==> src/rtl/sound_pkg.sv <==
// Shared definitions for the sound event counter slice.
// Holds the game-state encoding that enables counting, the state width,
// and a ceiling-log2 helper used to size the tick divider and holdoff counters.
package sound_pkg;

   localparam int STATE_W = 3;
   localparam logic [STATE_W-1:0] ARM_STATE = 3'b110;

   // Ceiling log2, usable in constant expressions for register sizing.
   function automatic int clog2(input int value);
      int r;
      r = 0;
      while ((1 << r) < value) begin
         r = r + 1;
      end
      return r;
   endfunction

   // Register width able to hold 0..value-1, never narrower than one bit.
   function automatic int widthFor(input int value);
      return (clog2(value) < 1) ? 1 : clog2(value);
   endfunction

endpackage

==> src/rtl/sound_tick_div.sv <==
// Sample tick generator for the sound event counter.
// A counter runs 0..DIV-1 on CLK and flags tick for the single cycle spent at
// DIV-1, then wraps. This is a clock enable, not a derived clock.
// Ports:
//   CLK  - system clock
//   ena  - asynchronous active-low reset
//   tick - one-cycle sample enable every DIV cycles
import sound_pkg::*;

module sound_tick_div #(
   parameter int DIV = 50000
) (
   input  logic CLK,
   input  logic ena,
   output logic tick
);

   localparam int DW = widthFor(DIV);
   localparam logic [DW-1:0] LAST = DW'(DIV - 1);

   logic [DW-1:0] count_q;
   logic [DW-1:0] count_d;

   // With DIV=1, LAST is 0, so the counter parks at 0 and tick stays high.
   always_comb begin
      tick    = (count_q == LAST);
      count_d = tick ? '0 : count_q + 1'b1;
   end

   always_ff @(posedge CLK or negedge ena) begin
      if (!ena) begin
         count_q <= '0;
      end else begin
         count_q <= count_d;
      end
   end

endmodule

==> src/rtl/sound_event_counter.sv <==
// Multi-channel sound event counter.
// Each AOUT line is double-flopped into the CLK domain and sampled on the
// divided tick. A channel accepts one event per low->high sequence and bumps a
// saturating counter while the game is in ARM_STATE; outside it an event either
// forces the count to CNT_MAX (FORCE_MAX=1) or is ignored (FORCE_MAX=0).
// Optional build macro: SOUND_CNT_HOLDOFF_EN adds a per-channel refractory
// period of HOLDOFF ticks after each event before the channel may re-arm.
// Ports:
//   CLK   - system clock
//   ena   - asynchronous active-low reset
//   state - game FSM state
//   clr   - synchronous clear of all channels
//   AOUT  - raw detector outputs (asynchronous)
//   cnt   - packed channel counts, channel i at cnt[i*CNT_W +: CNT_W]
//   full  - per-channel count == CNT_MAX
//   evt   - one-cycle pulse per accepted event
import sound_pkg::*;

module sound_event_counter #(
   parameter int N         = 2,
   parameter int CNT_W     = 2,
   parameter int CNT_MAX   = 3,
   parameter int DIV       = 50000,
   parameter int FORCE_MAX = 1,
   parameter int HOLDOFF   = 4
) (
   input  logic               CLK,
   input  logic               ena,
   input  logic [STATE_W-1:0] state,
   input  logic               clr,
   input  logic [N-1:0]       AOUT,
   output logic [N*CNT_W-1:0] cnt,
   output logic [N-1:0]       full,
   output logic [N-1:0]       evt
);

   localparam logic [CNT_W-1:0] CNT_MAX_V = CNT_W'(CNT_MAX);

   logic tick;

   sound_tick_div #(
      .DIV (DIV)
   ) u_tick_div (
      .CLK  (CLK),
      .ena  (ena),
      .tick (tick)
   );

   for (genvar i = 0; i < N; i++) begin : g_ch
      logic             sync1_q;
      logic             sync2_q;
      logic             armed_q;
      logic             armed_d;
      logic             evt_q;
      logic             evt_d;
      logic [CNT_W-1:0] cnt_q;
      logic [CNT_W-1:0] cnt_d;
      logic             fire;
      logic             holdDone;

`ifdef SOUND_CNT_HOLDOFF_EN
      localparam int HW = widthFor(HOLDOFF + 1);
      logic [HW-1:0] hold_q;
      logic [HW-1:0] hold_d;

      // Refractory counter: reloaded on every event, runs down on ticks,
      // and blocks re-arming until it reaches zero so echoes are rejected.
      always_comb begin
         hold_d = hold_q;
         if (tick && (hold_q != '0)) begin
            hold_d = hold_q - 1'b1;
         end
         if (fire) begin
            hold_d = HW'(HOLDOFF);
         end
         if (clr) begin
            hold_d = '0;
         end
      end

      always_ff @(posedge CLK or negedge ena) begin
         if (!ena) begin
            hold_q <= '0;
         end else begin
            hold_q <= hold_d;
         end
      end

      assign holdDone = (hold_q == '0);
`else
      assign holdDone = 1'b1;
`endif

      // Arm/fire rule: a high sample on a tick fires only when armed, and a
      // low sample re-arms, so a long high produces a single event. clr has
      // the final say over count, arming and the event pulse.
      always_comb begin
         fire    = tick && sync2_q && armed_q;
         armed_d = armed_q;
         cnt_d   = cnt_q;
         evt_d   = 1'b0;
         if (tick) begin
            if (!sync2_q && holdDone) begin
               armed_d = 1'b1;
            end else if (fire) begin
               armed_d = 1'b0;
            end
         end
         if (fire) begin
            evt_d = 1'b1;
            if (state == ARM_STATE) begin
               if (cnt_q < CNT_MAX_V) begin
                  cnt_d = cnt_q + 1'b1;
               end
            end else if (FORCE_MAX != 0) begin
               cnt_d = CNT_MAX_V;
            end
         end
         if (clr) begin
            cnt_d   = '0;
            armed_d = 1'b1;
            evt_d   = 1'b0;
         end
      end

      always_ff @(posedge CLK or negedge ena) begin
         if (!ena) begin
            sync1_q <= 1'b0;
            sync2_q <= 1'b0;
            armed_q <= 1'b1;
            evt_q   <= 1'b0;
            cnt_q   <= '0;
         end else begin
            sync1_q <= AOUT[i];
            sync2_q <= sync1_q;
            armed_q <= armed_d;
            evt_q   <= evt_d;
            cnt_q   <= cnt_d;
         end
      end

      assign cnt[i*CNT_W +: CNT_W] = cnt_q;
      assign full[i]               = (cnt_q == CNT_MAX_V);
      assign evt[i]                = evt_q;
   end

endmodule
==> config.mk <==
export PLATFORM = sky130hd
export DESIGN_NAME = sound_event_counter
export DESIGN_NICKNAME = d
export VERILOG_FILES = /design/src/rtl/sound_pkg.sv /design/src/rtl/sound_tick_div.sv /design/src/rtl/sound_event_counter.sv
export SDC_FILE = /design/constraint.sdc
export NUM_CORES = 1
export LEC_CHECK = 0
export CAP_MARGIN = 15
export CORE_MARGIN = 5
export CORE_UTILIZATION = 49
export DETAILED_ROUTE_END_ITERATION = 7
export GPL_ROUTABILITY_DRIVEN = 0
export GPL_TIMING_DRIVEN = 1
export PLACE_DENSITY = 0.78
export SLEW_MARGIN = 20
export SYNTH_ARGS = -nofsm -noshare
export SYNTH_HDL_FRONTEND = slang
export SYNTH_SLANG_ARGS = --single-unit
==> constraint.sdc <==
create_clock -name CLK -period 2 [get_ports CLK]
set_input_delay 0.6 -clock CLK [delete_from_list [all_inputs] [get_ports CLK]]
set_output_delay 0.6 -clock CLK [all_outputs]
set_load 0.01 [all_outputs]
==> reports/metrics.yaml <==
global_routing:
  grt_pass1_wl_um: 4500
  grt_start_max_net_pins: 29
  antenna_found_initial: 0
  grt_usage_pct: 14.0
  grt_pass1_vias: 1031
  grt_overflow: 0
critical_path:
  critPathCapture: "g_ch[0].cnt_q[1]$_DFFE_PN0P_"
  slowest_delay_ns: 0.56
  crit_path_start_kind: "flip-flop"
  critPathKind: "flip-flop to flip-flop"
  crit_chain: "or4b_4 -> nor4_4 -> buf_6 -> buf_4 -> and3_2 -> a311oi_1"
  path_delay_family: "simple AND/OR/NAND/NOR gates"
  rr_startpoint: "u_tick_div.count_q[13]$_DFF_PN0_"
  r2r_cells: 6
  crit_slowest_cell: "or4b_4"
  crit_fanout: 5
  worst_ep_required_time_ns: 2.20
  worst-path-buf-inv: 2
  startpoint: "u_tick_div.count_q[13]$_DFF_PN0_"
  end_kind: "flip-flop"
  r2r_end: "g_ch[0].cnt_q[1]$_DFFE_PN0P_"
  rrSetupSlack_ns: 0.06
  worstSetupPathDepth: 6
  critPathArrivalTime_ns: 2.14
final_layout:
  fin_nets: 163
  final_core_util_pct: 63.3
  drive_gt1_share_pct: 25.2
  regArea_um2: 703
  fillerInstances: 224
  fin_cells: 182
  multi_input_area_um2: 596
  areaGrowthSynthToFinish_pct: 26.7
  diodes: 0
logic_synthesis:
  synth_top_flop_cell: "dfrtp_1"
  async_flop_share_pct: 100
  synthAdderAreaFrac_pct: 2.80
  synth-simple-area-share_pct: 23.9
  yosysWarningCount: 0
  netlist_top_cells_count: "dfrtp_1, nor2_1, nand2_1, nand3_1, xor2_1"
  synth_top_family_by_area: "simple AND/OR/NAND/NOR gates"
  synth-compound-area-share_pct: 9.51
  yosysTopAreaCellShare_pct: 48.5
  syn_avg_cell_area_um2: 11.3
  synthXorXnorAreaFrac_pct: 7.83
  synth_largest_area_cell: "dfrtp_1"
  synth_cell_types: 36
  syn_nets: 130
  synth_edf_count: 0
  ys_seq_area_share_pct: 52.4
  synth.area.mux_share_pct: 0
  synthCells: 119
  synth_area_leaders: "dfrtp_1, xor2_1, dfstp_2"
  syn-cell-area_mm2: 0.00134
  synth_seq_cells: 28
  synth_most_common_cell: "dfrtp_1"
worst_hold_path:
  hold_class: "flip-flop to flip-flop"
  hp-start: "g_ch[0].sync1_q$_DFF_PN0_"
timing:
  slew-limit-headroom_pct: 76.5
  maxSlewViolCount: 0
  tightestPinTransition_ns: 0.352
  period_share_pct: 96.8
  clock_skew_ns: 0.0193
  finalSetupViolCount: 0
  hold_viol: 0
  tns_ns: 0
  fmax_mhz: 516
  holdWs_ns: 0.372
  finalWorstSetupSlack_ns: 0.0630
  min_period_ns: 1.94
routing:
  antenna_left: 0
  post-route-drc-count: 0
  routed_wl_um: 2570
  via_count: 1004
  drtPass1Iterations: 4
  drt_iter0_drc: 19
  viasPerCell: 5.52
  wire_per_inst_um: 14.1
clock_network:
  path_clk_slew_ns: 0.16
  clockBufferDepth: 2
  cts_num_sinks: 28
  htreeDepth: 1
  cts-root-buf: "clkbuf_4"
  numCtsBuffers: 3
  clkLatencyLatePin_ns: 0.33
  cts_tree: "done"
pwr:
  pwr-share-clk_pct: 37.9
  p_per_area_mw_per_mm2: 573
  p_comb_share_pct: 3.2
  seqPwrFrac_pct: 58.9
  static-leakage-power_nw: 0.867
  internal-power_uw: 788
  p_switching_uw: 185
  irDropWorstVdd_uv: 402
  switching_share_pct: 19.0
floorplan:
  dieWidth_um: 62.3
  die_area_mm2: 0.00389
  num_rows: 19
  core_area_mm2: 0.00269
  pin_count: 16
  start_util_pct: 50.0
  die_y_um: 62.3
placement:
  place_ws_ns: 0.0805
  numPortBuffers: 15
  dp_cells: 167
  dp_hpwl_um: 1760
job:
  drv_cap: 0
run_status:
  status: "finished, final reports clean"
[power groups by stage]
stage	clock, mW	combinational (mW)	sequential [mW]
4_1_cts	0.374	0.0329	0.574
5_1_grt	0.405	0.0359	0.575
3_5_place_dp	0	0.0326	0.584
2_1_floorplan	0	0.00399	0.583
6_report	0.369	0.0313	0.574
3_3_place_gp	0	0.0318	0.584
[per-layer routing]
metal | vias up | global-route usage (%) | wire length (um) | share of wire (%)
met5 | - | 0 | 0 | 0
met4 | 0 | 6.63 | 38 | 1.5
met3 | 4 | 3.60 | 126 | 4.9
met2 | 20 | 23.1 | 1310 | 51
met1 | 498 | 16.9 | 1100 | 43
li1 | 482 | - | - | -
[how the worst min path moves through the flow]
stage	to	depth (start not counted)
floorplan	g_ch[0].cnt_q[0]$_DFFE_PN0P_	0
global placement	g_ch[1].sync2_q$_DFF_PN0_	0
detailed placement	g_ch[0].sync2_q$_DFF_PN0_	0
CTS	g_ch[0].sync2_q$_DFF_PN0_	0
global route	g_ch[0].sync2_q$_DFF_PN0_	0
finish	g_ch[0].sync2_q$_DFF_PN0_	0
[layout make-up]
cell class              instances  share of cell area (%)
clock buffers                   3                    1.32
repair buffers                 33                    17.4
clock inverters                 1                    1.77
flip-flops and latches         28                    41.4
well taps                      31                    2.28
multi-input cells              82                    35.0
inverters                       4                   0.883
[sequential cells by signal (all words and copies together) (netlist names)]
signal and count:
g_ch.cnt_q 4, g_ch.evt_q 2, g_ch.armed_q 2, u_tick_div.count_q 16, g_ch.sync2_q 2, g_ch.sync1_q 2
[layout by cell type, fill, tap and decap left out, types with 2 or more instances in the layout]
cell type,synthesis,routed
inv_1,4,4
ha_2,0,2
a22o_1,2,2
o21bai_1,2,2
xnor2_1,5,5
clkbuf_4,0,3
a41oi_1,2,2
buf_4,2,16
dfrtp_1,26,26
dlymetal6s2s_1,0,4
and3_2,3,3
a311oi_1,2,2
xor2_1,7,7
or4b_4,2,2
nand4_1,2,2
nand3_1,7,7
nor3_1,4,4
nor4_4,2,2
nor2_1,14,14
and2_2,2,2
dfstp_2,2,2
and3_1,2,2
a221oi_2,2,2
nand2_1,8,8
clkdlybuf4s50_1,0,9
[kinds of logic (layout without fill, tap and decap cells)]
family          Yosys count  after routing
compound gates           14             14
xor+xnor                 12             12
fa+ha+maj                 3              3
buf+inv                   9             41
flops                    28             28
simple gates             53             53
[per-stage QoR]
step | total power, mW | instance area [um^2]
floorplan | 0.587 | 1340
global placement | 0.615 | 1550
detailed placement | 0.616 | 1550
CTS | 0.981 | 1640
global route | 1.02 | 1700
finish | 0.974 | 1700
[repair_timing]
item | in CTS | in global routing
gates cloned | 0 | 1
setup endpoints to repair | 2 | 8
setup buffers | 4 | 6
gates resized for setup | 4 | 6
pin swaps | 0 | 4
hold buffers | 0 | 0
Power figures use the tool's default switching activity.
